--- config.mk ---
export PLATFORM = sky130hd
export DESIGN_NAME = approx_mac_sequencer
export DESIGN_NICKNAME = d
export VERILOG_FILES = /design/src/rtl/approx_mac_sequencer.sv
export SDC_FILE = /design/constraint.sdc
export NUM_CORES = 1
export LEC_CHECK = 0
export CAP_MARGIN = 25
export CORE_UTILIZATION = 47
export CTS_BUF_LIST = sky130_fd_sc_hd__clkbuf_8
export CTS_CLUSTER_SIZE = 24
export DETAILED_ROUTE_END_ITERATION = 12
export PLACE_DENSITY = 0.87
export SETUP_SLACK_MARGIN = 0.15
export SLEW_MARGIN = 20
export SYNTH_ARGS = -nofsm -noshare
export SYNTH_HDL_FRONTEND = slang
export SYNTH_SLANG_ARGS = --single-unit
--- constraint.sdc ---
create_clock -name clk -period 1.95 [get_ports clk]
set_input_delay 0.195 -clock clk [delete_from_list [all_inputs] [get_ports clk]]
set_output_delay 0.195 -clock clk [all_outputs]
set_load 0.01 [all_outputs]
--- src/rtl/approx_mac_sequencer.sv ---
// Dot-product sequencer around one external 8x8 approximate multiplier.
// Streams LEN operand pairs, registers each product, accumulates, and returns one sum per job.
module approx_mac_sequencer #(
  parameter int LEN   = 25,
  parameter int ACC_W = 24
) (
  input  logic             clk,
  input  logic             rst,
  input  logic             start,
  input  logic             in_valid,
  output logic             in_ready,
  input  logic [7:0]       in_x,
  input  logic [7:0]       in_y,
  output logic [7:0]       mul_x,
  output logic [7:0]       mul_y,
  input  logic [15:0]      mul_z,
  output logic             out_valid,
  input  logic             out_ready,
  output logic [ACC_W-1:0] out_acc,
  output logic             busy
);

  localparam int CNT_W = (LEN > 1) ? $clog2(LEN + 1) : 1;

  typedef enum logic [1:0] {S_IDLE, S_RUN, S_DRAIN, S_DONE} state_t;

  state_t           r_state;
  logic [CNT_W-1:0] r_cnt;
  logic             r_in_ready;
  logic             r_out_valid;
  logic             r_busy;
  logic [15:0]      r_prod_p1;
  logic             r_vld_p1;
  logic [ACC_W-1:0] r_acc_p2;
  logic             w_beat;
  logic             w_last;
  logic             w_clear;

  function automatic logic [ACC_W-1:0] acc_add(input logic [ACC_W-1:0] a,
                                               input logic [15:0] p);
    return a + ACC_W'(p);
  endfunction

  assign w_beat  = in_valid & r_in_ready;
  assign w_last  = (r_cnt == CNT_W'(LEN - 1));
  assign w_clear = (r_state == S_IDLE) & start;

  // in_ready is a registered copy of "state is RUN", so the multiplier operands are gated by it
  assign mul_x     = r_in_ready ? in_x : 8'd0;
  assign mul_y     = r_in_ready ? in_y : 8'd0;
  assign in_ready  = r_in_ready;
  assign out_valid = r_out_valid;
  assign out_acc   = r_out_valid ? r_acc_p2 : '0;
  assign busy      = r_busy;

  always_ff @(posedge clk or posedge rst) begin
    if (rst) begin
      r_state     <= S_IDLE;
      r_cnt       <= '0;
      r_in_ready  <= 1'b0;
      r_out_valid <= 1'b0;
      r_busy      <= 1'b0;
      r_prod_p1   <= '0;
      r_vld_p1    <= 1'b0;
    end else begin
      case (r_state)
        S_IDLE: begin
          r_vld_p1 <= 1'b0;
          if (start) begin
            r_state    <= S_RUN;
            r_cnt      <= '0;
            r_in_ready <= 1'b1;
            r_busy     <= 1'b1;
          end
        end
        S_RUN: begin
          // stage p0 -> p1: capture multiplier product on each accepted beat
          r_vld_p1 <= w_beat;
          if (w_beat) begin
            r_prod_p1 <= mul_z;
            r_cnt     <= r_cnt + 1'b1;
            if (w_last) begin
              r_state    <= S_DRAIN;
              r_in_ready <= 1'b0;
            end
          end
        end
        S_DRAIN: begin
          r_vld_p1    <= 1'b0;
          r_state     <= S_DONE;
          r_out_valid <= 1'b1;
        end
        S_DONE: begin
          r_vld_p1 <= 1'b0;
          if (out_ready) begin
            r_state     <= S_IDLE;
            r_out_valid <= 1'b0;
            r_busy      <= 1'b0;
          end
        end
        default: begin
          r_state     <= S_IDLE;
          r_in_ready  <= 1'b0;
          r_out_valid <= 1'b0;
          r_busy      <= 1'b0;
          r_vld_p1    <= 1'b0;
        end
      endcase
    end
  end

  // stage p1 -> p2: accumulate every registered product, whatever the state
  always_ff @(posedge clk or posedge rst) begin
    if (rst) begin
      r_acc_p2 <= '0;
    end else if (w_clear) begin
      r_acc_p2 <= '0;
    end else if (r_vld_p1) begin
      r_acc_p2 <= acc_add(r_acc_p2, r_prod_p1);
    end
  end

endmodule

==> metrics.txt, run 1 <==
outcome=finished, violations left; violated checks=negative setup slack; RR Endpoint=r_acc_p2[17]$_DFFE_PP0P_; Seq/Total Area, Yosys=37.9%; CP Class=reg -> reg; area grow syn2layout=55.0%; core area=6870 sq um; initial core utilization=49.0%; RSZ-0062 raised after global routing=true; design area=5220 sq um; R2R Path Start=r_prod_p1[1]$_DFFE_PP0P_; Startpoint Class=register; Synthesis Warnings=0; Required @ worst endpoint=2.20 ns; slowest cell on the critical path=or4_1; Leak=2.32 nW; largest net degree at the start of global routing=52; worst slew pin tran=0.507 ns; Yosys reg bits=51; syn avg cell area=9.37 sq um; global-route wire length before repair=16200 um; CTS Sinks=51; Max FO, Critical Path=4; die extent in y=86.6 um; commonest cells after routing, fill and taps aside=75 x clkdlybuf4s50_1, 56 x buf_4, 50 x dfrtp_1; die area=7500 sq um; Final Instance Count excl. Fillers=590; Slew HR=66.1%; CTS max path bufs=2; Mapped Nets=420; CP endpoint kind=register; share of post-route cells with drive strength above 1=30.4%; worst-case reg-to-reg path depth=7; routed wire length=12000 um; vias in the first global route=3312; dpl hpwl=6740 um; Synth Flop Type=dfrtp_1; Port Buf Inserts=79; Cell Rows=30; Async SR Flop Fraction=100%; Antenna diodes=0; Fin Clk Skew=0.0190 ns; Tmin final=2.27 ns; hold slack=0.235 ns; Via density=5.98; Cell Area, Placed=4650 sq um; hold crit path type=in -> async; Setup Viol. Count Final=18; Mapped Area=3360 sq um; Post-synth EDFFs=0; Worst-Skew Late Latency=0.32 ns; Yosys top cell by area=dfrtp_1; leading cell type in the layout, fill and taps excluded=clkdlybuf4s50_1; htree depth=2; Max-Cap Viols=0; grt ovf=0; First DRT Iteration DRCs=358; vias post-DR=3528; drt wl/cell=20.3 um; Num CTS Buffers=5; top cells by area, synth=dfrtp_1 38%, ha_1 8.6%, and2_1 7.8%; Tot GR Track Use=27.8%; crit path cell chain=ha_4, a211oi_4, o211ai_2, a31oi_4, o31a_1, or4_1, nand2_1; initial antenna violation count=0; placed insts=566; cts hold-fix bufs=0; fmax=0.441 GHz; routability cong.=0.899; Slew Viols, Final=0; CTS tree=built; IO Pins=80; Total Power=8.82 mW; final cycle utilization of the critical path=116%; FF-to-FF setup slack=-0.32 ns; clock-pin slew on the worst setup and hold paths=0.11 ns; fin nets=554; drc violations=0; die width=86.6 um; Pre-Repair DR Iteration Count=5; PwrDens=1690 nW/um^2; Worst Path Arrival=2.51 ns; Final Hold Viols=0; post-synth cell types=47; CP peak stage delay=0.46 ns; Synth top area share=37.9%; Antenna Violating Nets Remaining=0; setup ws final=-0.316 ns; Cells after Synth=359; peak supply drop=0.878 mV; clock root buffer=clkbuf_8
[logic make-up (layout without fill, tap and decap cells)]
logic type | Yosys count | after routing | share of synthesized area (%)
AOI/OAI and AO/OA | 72 | 72 | 14.1
xor gates and xnor gates | 17 | 17 | 4.43
adders and majority gates | 24 | 24 | 9.15
buffers and inverters | 28 | 163 | 3.16
DFF | 51 | 51 | 37.9
muxes | 30 | 30 | 9.56
and+or+nand+nor | 137 | 137 | 21.6
[power breakdown]
part | internal [mW] | switching, mW | total (mW)
clock | 0.247 | 0.376 | 0.623
combinational | 3.12 | 3.17 | 6.29
sequential | 1.47 | 0.439 | 1.91
[critical path, delay by kind of cell (launching register included)]
kind / cells / cell delay, ns
AO/OA/AOI/OAI: 4 / 0.86
AND/OR/NAND/NOR: 2 / 0.58
flip-flops: 1 / 0.45
adder cells (fa/ha/maj): 1 / 0.31
[layer usage]
| layer | GRT usage (%) | part of all wire (%) | vias up |
|---|---|---|---|
| met5 | 0 | 0 | - |
| met4 | 15.2 | 5.2 | 0 |
| met3 | 4.00 | 6.4 | 73 |
| met2 | 46.2 | 50 | 240 |
| met1 | 35.0 | 39 | 1686 |
| li1 | - | - | 1529 |
[stage by stage]
stage                     TNS, ns  util (%)  setup WS (ns)
after global placement      -1.64      67.7         -0.182
final                       -3.47      75.9         -0.316
after global routing        -4.28      75.9         -0.354
after CTS                   -1.26      72.8         -0.151
after detailed placement    -2.59      67.7         -0.260
after floorplan            -0.323         -        -0.0931
[Yosys cell counts, types with 2 or more instances]
| cell type | n |
|---|---|
| a211oi_1 | 3 |
| a21boi_0 | 2 |
| a21o_1 | 4 |
| a21oi_1 | 20 |
| a31oi_1 | 4 |
| and2_1 | 42 |
| and3_1 | 9 |
| clkbuf_1 | 13 |
| dfrtp_1 | 51 |
| ha_1 | 23 |
| inv_1 | 12 |
| mux2_2 | 17 |
| mux2i_1 | 13 |
| nand2_1 | 25 |
| nand2b_1 | 8 |
| nand3_1 | 9 |
| nand4_1 | 6 |
| nor2_1 | 25 |
| nor3_1 | 5 |
| o211ai_1 | 4 |
| o211ai_2 | 2 |
| o21ai_0 | 15 |
| o21ai_1 | 3 |
| o21bai_1 | 2 |
| o31ai_1 | 4 |
| or4_1 | 2 |
| xnor2_1 | 7 |
| xor2_1 | 10 |
[worst max path at each step]
stage          slack (ns)                startpoint                  endpoint  cells past startpoint
2_1_floorplan       -0.09   r_acc_p2[9]$_DFFE_PP0P_  r_acc_p2[21]$_DFFE_PP0P_                      8
3_3_place_gp        -0.18   r_acc_p2[0]$_DFFE_PP0P_  r_acc_p2[20]$_DFFE_PP0P_                      9
3_5_place_dp        -0.26  r_prod_p1[4]$_DFFE_PP0P_  r_acc_p2[21]$_DFFE_PP0P_                      7
4_1_cts             -0.15   r_acc_p2[3]$_DFFE_PP0P_  r_acc_p2[21]$_DFFE_PP0P_                      7
5_1_grt             -0.35  r_prod_p1[0]$_DFFE_PP0P_  r_acc_p2[18]$_DFFE_PP0P_                      9
6_report            -0.32  r_prod_p1[1]$_DFFE_PP0P_  r_acc_p2[17]$_DFFE_PP0P_                      7
[final cells by class]
| class | count | area (sq um) |
|---|---|---|
| flip-flops and latches | 51 | 1280 |
| multi-input cells | 280 | 2380 |
| fillers | 414 | 1650 |
| clock buffers | 5 | 68.8 |
| inverters | 13 | 48.8 |
| well taps | 96 | 120 |
| repair buffers | 142 | 1310 |
| clock inverters | 3 | 16.3 |
[state kept, by name, indices dropped and copies added (netlist names)]
signal,cells
r_state,2
r_vld_p1,1
r_prod_p1,16
r_acc_p2,24
out_valid,1
busy,1
r_cnt,5
in_ready,1
[timing repair]
item | in CTS | in global routing
setup buffers | 6 | 10
cloned | 0 | 0
gates resized for setup | 38 | 32
pin swaps | 21 | 10
setup endpoints to repair | 35 | 53
No activity file was read; power rests on OpenSTA's default activity.
==> run 2, diff against run 1 <==
- PLACE_DENSITY: 0.87 -> 0.79
==> metrics.txt, run 2 (synthesis results as in run 1) <==
outcome=finished, violations left; violated checks=negative setup slack; IO Pins=80; fmax=0.449 GHz; core area=6870 sq um; Slew Viols, Final=0; Slew HR=72.3%; initial antenna violation count=0; Cell Rows=30; Max FO, Critical Path=4; Tot GR Track Use=26.5%; vias in the first global route=3152; Pre-Repair DR Iteration Count=4; Worst Path Arrival=2.45 ns; setup ws final=-0.277 ns; Via density=5.51; crit path cell chain=ha_4, inv_2, fa_2, nand2b_4, a21o_4, a31oi_4, buf_6, o21ai_2, xor2_1, a21oi_1; drt wl/cell=17.6 um; Total Power=8.84 mW; Port Buf Inserts=79; die extent in y=86.6 um; drc violations=0; leading cell type in the layout, fill and taps excluded=buf_4; global-route wire length before repair=15500 um; grt ovf=0; Max-Cap Viols=0; CTS tree=built; die area=7500 sq um; CP peak stage delay=0.42 ns; hold slack=0.245 ns; area grow syn2layout=60.9%; Startpoint Class=register; biggest regs=r_acc_p2 x24, r_prod_p1 x16, r_cnt x5; register with the most flip-flops=r_acc_p2; CTS Sinks=51; slowest cell on the critical path=dfrtp_1; Num CTS Buffers=5; Setup Viol. Count Final=18; peak supply drop=1.14 mV; First DRT Iteration DRCs=233; routability cong.=0.944; fin nets=567; dpl hpwl=6720 um; Final Hold Viols=0; Antenna diodes=0; Tmin final=2.23 ns; routed wire length=10600 um; die width=86.6 um; Core Util, Final=78.8%; PwrDens=1630 nW/um^2; CTS max path bufs=2; CP Class=reg -> reg; hold crit path type=in -> async; Leak=2.69 nW; worst slew pin tran=0.414 ns; initial core utilization=49.0%; Antenna Violating Nets Remaining=0; commonest cells after routing, fill and taps aside=58 x buf_4, 57 x clkdlybuf4s50_1, 49 x dfrtp_1; final cycle utilization of the critical path=114%; htree depth=2; RSZ-0062 raised after global routing=true; Largest register FFs=24; Cell Area, Placed=4670 sq um; clock root buffer=clkbuf_8; largest net degree at the start of global routing=52; Worst-Skew Late Latency=0.31 ns; Required @ worst endpoint=2.17 ns; CP endpoint kind=register; design area=5410 sq um; Fin Clk Skew=0.00639 ns; share of post-route cells with drive strength above 1=30.4%; vias post-DR=3325; clock-pin slew on the worst setup and hold paths=0.10 ns
-- run 2: repair_timing --
action	in CTS	in global routing
gates resized for setup	40	48
gates cloned	0	2
setup buffers	8	16
setup endpoints to repair	54	60
pin swaps	23	12
hold buffers	0	0
-- run 2: path summary, 6_finish.rpt --
path,start,endpoint,slack [ns],depth (start not counted)
worst max-delay path,r_prod_p1[0]$_DFFE_PP0P_,r_acc_p2[12]$_DFFE_PP0P_,-0.28,10
worst min-delay path,rst,r_prod_p1[14]$_DFFE_PP0P_,0.24,3
worst max register to register,r_prod_p1[0]$_DFFE_PP0P_,r_acc_p2[12]$_DFFE_PP0P_,-0.28,10
worst min register to register,r_prod_p1[5]$_DFFE_PP0P_,r_prod_p1[5]$_DFFE_PP0P_,0.53,1
max in group asynchronous,rst,in_ready$_DFFE_PP0P_,1.46,3
min in group clk,mul_z[7],r_prod_p1[7]$_DFFE_PP0P_,0.49,2
-- run 2: through the flow --
step,cells,setup TNS (ns),setup WS (ns)
3_5_place_dp,569,-2.65,-0.271
5_1_grt,603,-4.11,-0.350
6_report,603,-2.78,-0.277
2_1_floorplan,359,-0.323,-0.0931
3_3_place_gp,569,-1.47,-0.176
4_1_cts,585,-1.11,-0.146
-- run 2: layout make-up --
cell class	instances	area (sq um)
flip-flops and latches	51	1280
repair buffers	155	1510
well taps	96	120
multi-input cells	280	2360
inverters	13	48.8
clock inverters	1	3.75
clock buffers	7	96.3
fillers	423	1460
-- run 2: critical path: cells and delay by family (launching register included) --
family                   cells  cell delay, ns
XOR/XNOR                     1            0.16
buffers and inverters        2            0.18
AND/OR/NAND/NOR              1            0.15
flip-flops                   1            0.42
AO/OA/AOI/OAI                4            0.70
adder cells (fa/ha/maj)      2            0.54
-- run 2: routing by layer --
layer,vias to the layer above,track usage (%),share of wire [%]
met5,-,0,0
met4,0,8.64,3.6
met3,34,3.62,4.7
met2,115,44.7,49
met1,1634,35.3,42
li1,1542,-,-
-- run 2: power by group --
group	total [mW]	switching (mW)	internal [mW]
clock	0.682	0.363	0.320
combinational	6.25	2.96	3.30
sequential	1.91	0.436	1.47
